<file path="config.mk">
export PLATFORM = sky130hd
export DESIGN_NAME = chunked_adder_unit
export DESIGN_NICKNAME = d
export VERILOG_FILES = /design/src/rtl/chunked_adder_unit.sv
export SDC_FILE = /design/constraint.sdc
export NUM_CORES = 1
export LEC_CHECK = 0
export CAP_MARGIN = 10
export CORE_ASPECT_RATIO = 1.5
export CORE_MARGIN = 2
export CORE_UTILIZATION = 56
export CTS_CLUSTER_DIAMETER = 120
export DETAILED_ROUTE_END_ITERATION = 6
export DONT_BUFFER_PORTS = 1
export PLACE_DENSITY = 0.74
export SLEW_MARGIN = 25
export SYNTH_ARGS = -nofsm -noshare
export SYNTH_HDL_FRONTEND = slang
export SYNTH_SLANG_ARGS = --single-unit
</file>
<file path="constraint.sdc">
create_clock -name clock -period 2.7 [get_ports clock]
set_input_delay 0.135 -clock clock [delete_from_list [all_inputs] [get_ports clock]]
set_output_delay 0.135 -clock clock [all_outputs]
set_load 0.02 [all_outputs]
</file>
<file path="src/rtl/chunked_adder_unit.sv">
// Multi-cycle WIDTH-bit add/subtract unit processing CHUNK bits per clock, LSB slice first.
// Optional macro ADDER_SATURATE_EN clamps an overflowing result to the signed extreme.
module chunked_adder_unit #(
  parameter int unsigned WIDTH = 16,
  parameter int unsigned CHUNK = 4
) (
  input  logic             clock,
  input  logic             resetn,
  input  logic             start,
  input  logic             sub,
  input  logic             cin,
  input  logic [WIDTH-1:0] a,
  input  logic [WIDTH-1:0] b,
  output logic             busy,
  output logic             done,
  output logic [WIDTH-1:0] sum,
  output logic             cout,
  output logic             ovf
);

  localparam int unsigned NCHUNK = WIDTH / CHUNK;
  localparam int unsigned IDX_W  = (NCHUNK > 1) ? $clog2(NCHUNK) : 1;
  localparam logic [IDX_W-1:0] LAST_IDX = IDX_W'(NCHUNK - 1);

  typedef enum logic [1:0] {StIdle, StRun, StDone} state_e;

  state_e           state_q, state_d;
  logic [WIDTH-1:0] a_q, b_q, acc_q, acc_d;
  logic [IDX_W-1:0] idx_q;
  logic             carry_q;
  logic [WIDTH-1:0] sum_q, sum_final;
  logic             cout_q, ovf_q;
  logic [CHUNK-1:0] a_slice, b_slice;
  logic [CHUNK:0]   slice_sum;
  logic             accept, last_slice, ovf_raw;

  // New work is only taken when not mid-operation; start during RUN is dropped.
  always_comb begin
    accept     = start && (state_q != StRun);
    last_slice = (idx_q == LAST_IDX);
  end

  always_comb begin
    a_slice = '0;
    b_slice = '0;
    acc_d   = acc_q;
    for (int i = 0; i < int'(NCHUNK); i++) begin
      if (idx_q == IDX_W'(i)) begin
        a_slice = a_q[i*CHUNK +: CHUNK];
        b_slice = b_q[i*CHUNK +: CHUNK];
      end
    end
    slice_sum = {1'b0, a_slice} + {1'b0, b_slice} + {{CHUNK{1'b0}}, carry_q};
    for (int i = 0; i < int'(NCHUNK); i++) begin
      if (idx_q == IDX_W'(i)) begin
        acc_d[i*CHUNK +: CHUNK] = slice_sum[CHUNK-1:0];
      end
    end
  end

  // Same-sign operands giving an opposite-sign result is equivalent to cin(MSB) ^ cout(MSB).
  always_comb begin
    ovf_raw = (a_q[WIDTH-1] == b_q[WIDTH-1]) && (acc_d[WIDTH-1] != a_q[WIDTH-1]);
`ifdef ADDER_SATURATE_EN
    if (ovf_raw) begin
      sum_final = a_q[WIDTH-1] ? {1'b1, {(WIDTH-1){1'b0}}} : {1'b0, {(WIDTH-1){1'b1}}};
    end else begin
      sum_final = acc_d;
    end
`else
    sum_final = acc_d;
`endif
  end

  always_ff @(posedge clock or negedge resetn) begin
    if (!resetn) begin
      state_q <= StIdle;
    end else begin
      state_q <= state_d;
    end
  end

  always_comb begin
    state_d = state_q;
    unique case (state_q)
      StIdle:  if (start) state_d = StRun;
      StRun:   if (last_slice) state_d = StDone;
      StDone:  state_d = start ? StRun : StIdle;
      default: state_d = StIdle;
    endcase
  end

  always_comb begin
    busy = (state_q == StRun);
    done = (state_q == StDone);
  end

  always_ff @(posedge clock or negedge resetn) begin
    if (!resetn) begin
      a_q     <= '0;
      b_q     <= '0;
      acc_q   <= '0;
      idx_q   <= '0;
      carry_q <= 1'b0;
      sum_q   <= '0;
      cout_q  <= 1'b0;
      ovf_q   <= 1'b0;
    end else if (accept) begin
      a_q     <= a;
      b_q     <= sub ? ~b : b;
      carry_q <= sub | cin;
      idx_q   <= '0;
    end else if (state_q == StRun) begin
      acc_q   <= acc_d;
      carry_q <= slice_sum[CHUNK];
      idx_q   <= idx_q + IDX_W'(1);
      // Visible outputs change only once the whole result is known.
      if (last_slice) begin
        sum_q  <= sum_final;
        cout_q <= slice_sum[CHUNK];
        ovf_q  <= ovf_raw;
      end
    end
  end

  assign sum  = sum_q;
  assign cout = cout_q;
  assign ovf  = ovf_q;

endmodule

</file>
* After elaboration in Yosys (flattened, before gate mapping)
Index checks and enable logic that the tools add are counted.
** Word-level totals
- Logic and storage cells :: 54
- Input port bits :: 37
- Bits in latches :: 0
- Bits in writable memories :: 0
- Memory bits (read-only) :: 0
- Output and inout port bits :: 20
- Memories :: 0
- Bits in registers :: 71
** Operators by class
- Shift-type cells :: 0
- $lt $le $gt $ge :: 0
- Multiplexer cells :: 21
- Reduce and logical (&&, ||, !) cells :: 8
- Divide/modulo/power cells :: 0
- Add/subtract/negate cells :: 3
- Eq/ne operators :: 10
- Bitwise gates (word level) :: 3
- Multipliers :: 0
** Operators by type and width (number)
- $mux 4 :: 12
- $mux 16 :: 1
- $not 16->16 :: 1
- $mux 2 :: 4
- $eq 2x2->1 const B :: 3
- $pmux 2 s3 :: 1
- $add 4x4->5 :: 1
- $add 5x1->5 :: 1
- $eq 2x1->1 const B :: 2
- $logic_not 2->1 :: 2
- $ne 2x1->1 const B :: 2
- $reduce_and 2->1 :: 2
- $mux 1 :: 3
- $reduce_and 3->1 :: 1
- $add 2x1->2 const B :: 1
- $logic_and 1x1->1 :: 2
- $ne 2x2->1 const B :: 1
- $reduce_bool 2->1 :: 1
- $eq 1x1->1 :: 1
- $ne 1x1->1 :: 1
- $not 1->1 :: 1
- $or 1x1->1 :: 1

* Depth between registers and ports, before layout
- Depth in word-level cells :: 10
- Gate-level depth with buffers :: 15
- Mapped depth without buffers :: 13

* Worst setup path after synthesis
OpenSTA, ideal clock, no wires.
- Path kind :: register -> register
- From :: reg idx_q[1]
- To :: reg ovf_q (netlist: ovf)
- Stages on the path, launching flop included :: 12
- Library setup time :: 0.082 ns
- Period minus slack after synthesis :: 2.975 ns
- Buffers on the path :: 2
- Required time :: 2.618 ns
- Arrival :: 2.893 ns
- Slack :: -0.275 ns
- Cells stage by stage :: dfrtp_1 inv_1 ha_1 clkbuf_1 clkbuf_1 a221oi_1 o31ai_1 ha_1 and3b_4 o21a_1 or4_1 a31oi_1
** Between the ends
- Cells in the longest elaborated chain, start to end :: 10
- Elaborated cells on any way between the ends :: 18
- Those cells by class :: 2 x add/sub; 4 x eq/ne; 9 x mux; 3 x reduce/logical
** RTL lines
- start: declaration :: RTL line 29 : logic [IDX_W-1:0] idx_q;
- start signal: assignment :: RTL line 116 : idx_q <= idx_q + IDX_W'(1);
- $logic_not 2->1 :: RTL line 48 : if (idx_q == IDX_W'(i)) begin
- $mux 4 (4 in a row) :: RTL line 48
- $add 4x4->5 :: RTL line 53 : slice_sum = {1'b0, a_slice} + {1'b0, b_slice} + {{CHUNK{1'b0}}, carry_q};
- $add 5x1->5 :: RTL line 53
- $mux 4 :: RTL line 55 : if (idx_q == IDX_W'(i)) begin
- $ne 1x1->1 :: RTL line 63 : ovf_raw = (a_q[WIDTH-1] == b_q[WIDTH-1]) && (acc_d[WIDTH-1] != a_q[WIDTH-1]);
- $logic_and 1x1->1 :: RTL line 63
- end signal: assignment :: RTL line 121 : ovf_q <= ovf_raw;
- end: declaration :: RTL line 32 : logic cout_q, ovf_q;
Parallel ways exist; a longest one is shown, timed or not.
A chain may end at the register's enable or synchronous reset.

* Final worst setup path
- From :: reg idx_q[0]
- To :: reg ovf_q (netlist: ovf)
Same word-level chain as after synthesis.

==> results.cfg <==
[routing]
wl_met3_um = 318
drt_first_iter_violations = 210
drc_errors = 0
wl_per_cell_um = 18.3
wirelength_um = 8260
vias = 2509
top_layer_used = met4
met1Wirelength_um = 3060
vias_per_cell = 5.56
antenna_left = 0
first_pass_iters = 4
wl_met2_um = 4750

[worst_setup_path]
rr_endpoint = ovf
reg2reg_depth = 11
cp_slowest_cell = dfrtp_2
critPathMaxFanout = 5
cp_cell_sequence = inv_4 -> ha_4 -> nor2b_4 -> buf_4 -> a221oi_2 -> o31ai_2 -> ha_1 -> and3b_4 -> o21a_1 -> or4_4 -> a31oi_1
crit_path_max_incr_delay_ps = 470
cp-end-kind = register
r2r_slack_ps = -160
worstSetupPathType = register to register
rr_startpoint = idx_q[0]
start_kind = register
arrival_ps = 3120
worstPathRequired_ps = 2960

[synth]
synth_seq_cells = 67
syn-instance-count = 305
mappedNetlistNets = 351
yosys_warnings = 0
post_synth.cell_area_avg_um2 = 10.4
synth_area_um2 = 3160
seq_area_frac_synth = 0.530
ys_types = 30

[worst_hold_path]
worstHoldEndpoint = b_q[13]
hold_depth = 2
holdCritPathClass = input pin to register
hp-start = sub

[sta]
period_needed_ps = 2860
worstMarginPinSlew_ps = 843
hold_violations = 0
finClkSkew_ps = 7.91
max_freq_mhz = 349
finalSetupViolCount = 19
setup_ws_ps = -163
fin_crit_sh = 1.06
rsz0062_at_grt = true
slew_violations = 0
holdWs_ps = 38.1
worst_slew_margin_rel = 0.437

[pwr]
power.leakage_nw = 1.89
irDropWorstVdd_mv = 0.841
p_per_area_nw_per_um2 = 1510

[place]
hpwl_um = 4440
place_ws_ps = -210
routabilityCongestion = 0.840
port_buffers = 0

[run_status]
status = finished, violations left
failed_checks = setup timing

[cts]
clk_transition_reported_paths_ps = 70
cts_max_level = 3
numCtsBuffers = 9
cts.path.max_buffers = 2
root_buffer = clkbuf_8
cts_tree = yes
clock_latency_ps = 350
numClockSinks = 67

[global_routing]
grt_overflow_total = 0
grt_pass1_vias = 2693
antenna_found_initial = 0
track_usage = 0.280
grt_max_degree = 68
grt_first_pass_wirelength_um = 12700

[finish]
area_growth_pct = 36.4
nNetsFinal = 421
fillCellCount = 335
layout-drive-gt1-share = 0.255

[die]
initial_utilization = 0.580
coreArea_um2 = 5450
dieArea_um2 = 6280
row_count = 33
die_x_um = 65.4
chipHeight_um = 96.0
io_pins = 57

[run]
cap_violations = 0
-- worst max-delay path: cells and delay by family, from the launching register on --
kind | cells | cell delay [ps]
fa+ha+maj | 2 | 450
compound gates | 4 | 700
simple gates | 3 | 920
buf+inv | 2 | 240
flops | 1 | 470
-- worst max path at each step --
stage                     startpoint       to  slack [ps]  cells after the start
after floorplan             idx_q[0]      ovf         -80                     12
after global placement      idx_q[0]      ovf         -40                     11
after detailed placement    idx_q[0]  sum[10]        -210                     15
after CTS                   idx_q[1]      ovf         -90                     10
after global routing        idx_q[0]   sum[7]        -310                     12
final                       idx_q[0]      ovf        -160                     11
-- registers in the layout, summed over array words and instances, names as in the netlist, 2 cells and up --
signal / cells
state_q: 2
acc_q: 12
b_q: 16
sum: 16
idx_q: 2
a_q: 16
-- Yosys cell counts --
master / n / share of area
a21o_1: 1 / 0.0024
or4_1: 1 / 0.0024
o31ai_1: 6 / 0.014
nand2_1: 60 / 0.071
xnor2_1: 17 / 0.047
nor3_1: 3 / 0.0047
a221oi_1: 7 / 0.019
dfrtp_1: 67 / 0.53
o21ai_0: 47 / 0.074
mux2i_1: 6 / 0.019
a31oi_1: 4 / 0.0079
mux2_2: 20 / 0.071
o21a_1: 1 / 0.0024
and3b_4: 1 / 0.0040
nor2b_1: 12 / 0.024
inv_1: 5 / 0.0059
fa_1: 2 / 0.013
nand2b_1: 1 / 0.0020
a21oi_1: 6 / 0.0095
a21o_2: 1 / 0.0028
nand2_2: 1 / 0.0020
clkinv_1: 2 / 0.0024
or3_2: 1 / 0.0024
buf_2: 9 / 0.014
or3_1: 1 / 0.0020
clkbuf_1: 9 / 0.011
nor2_1: 4 / 0.0047
ha_1: 7 / 0.028
o211ai_1: 2 / 0.0047
nand3b_1: 1 / 0.0024
-- area by class of cell --
| type | instances | area [um2] | area share |
|---|---|---|---|
| clock buffer | 11 | 151 | 0.0351 |
| tap | 70 | 87.6 | 0.0203 |
| timing repair buffer | 77 | 742 | 0.172 |
| multi-input combinational | 213 | 1550 | 0.359 |
| inverter | 7 | 28.8 | 0.00667 |
| antenna | 1 | 2.50 | 0.000580 |
| sequential | 67 | 1680 | 0.389 |
| clock inverter | 5 | 75.1 | 0.0174 |
-- report_power, final --
part	leakage [nW]	internal, mW	switching, mW
Clock	0.119	0.566	0.386
Sequential	0.824	1.49	0.490
Combinational	0.946	1.77	1.82
Total	1.89	3.83	2.70
-- through the flow --
step	util	std cells	setup TNS, ps	cell area, um2	power (mW)
2_1_floorplan	-	305	-80.4	3190	3.82
5_1_grt	0.791	450	-4650	4310	6.99
4_1_cts	0.770	444	-99.7	4200	6.02
6_report	0.792	451	-1050	4320	6.53
3_3_place_gp	0.608	374	-178	3320	4.56
3_5_place_dp	0.608	374	-2110	3320	4.67
-- cells in the final DEF (no fill, tap or decap), types with 4 or more instances in the layout --
| cell | count |
|---|---|
| o21ai_1 | 10 |
| nor2_1 | 4 |
| buf_4 | 23 |
| dfrtp_1 | 66 |
| clkbuf_8 | 11 |
| a221oi_2 | 4 |
| mux2i_1 | 6 |
| a21oi_2 | 4 |
| xnor2_1 | 16 |
| a31oi_1 | 4 |
| o21ai_0 | 37 |
| mux2_2 | 20 |
| nor2b_1 | 11 |
| dlygate4sd3_1 | 47 |
| buf_6 | 5 |
| nand2_1 | 59 |
-- kinds of logic after synthesis --
family / synth area share
buffers and inverters: 0.0332
AO/OA/AOI/OAI: 0.138
multiplexers: 0.0902
adder cells (fa/ha/maj): 0.0403
XOR/XNOR: 0.0471
flip-flops: 0.530
AND/OR/NAND/NOR: 0.121
-- layer usage --
layer | track usage | up-vias
met4 | 0.116 | 0
met3 | 0.0713 | 16
li1 | - | 1194
met2 | 0.531 | 74
met1 | 0.287 | 1225
met5 | 0 | -
-- what timing repair did --
item	in CTS	in global routing
buffers inserted	7	7
gates resized for setup	25	24
endpoints found under the setup margin	23	24
pin swaps	18	9
hold endpoints to repair	102	0
cloned	0	0
hold buffers	48	0
Power figures use the tool's default switching activity.
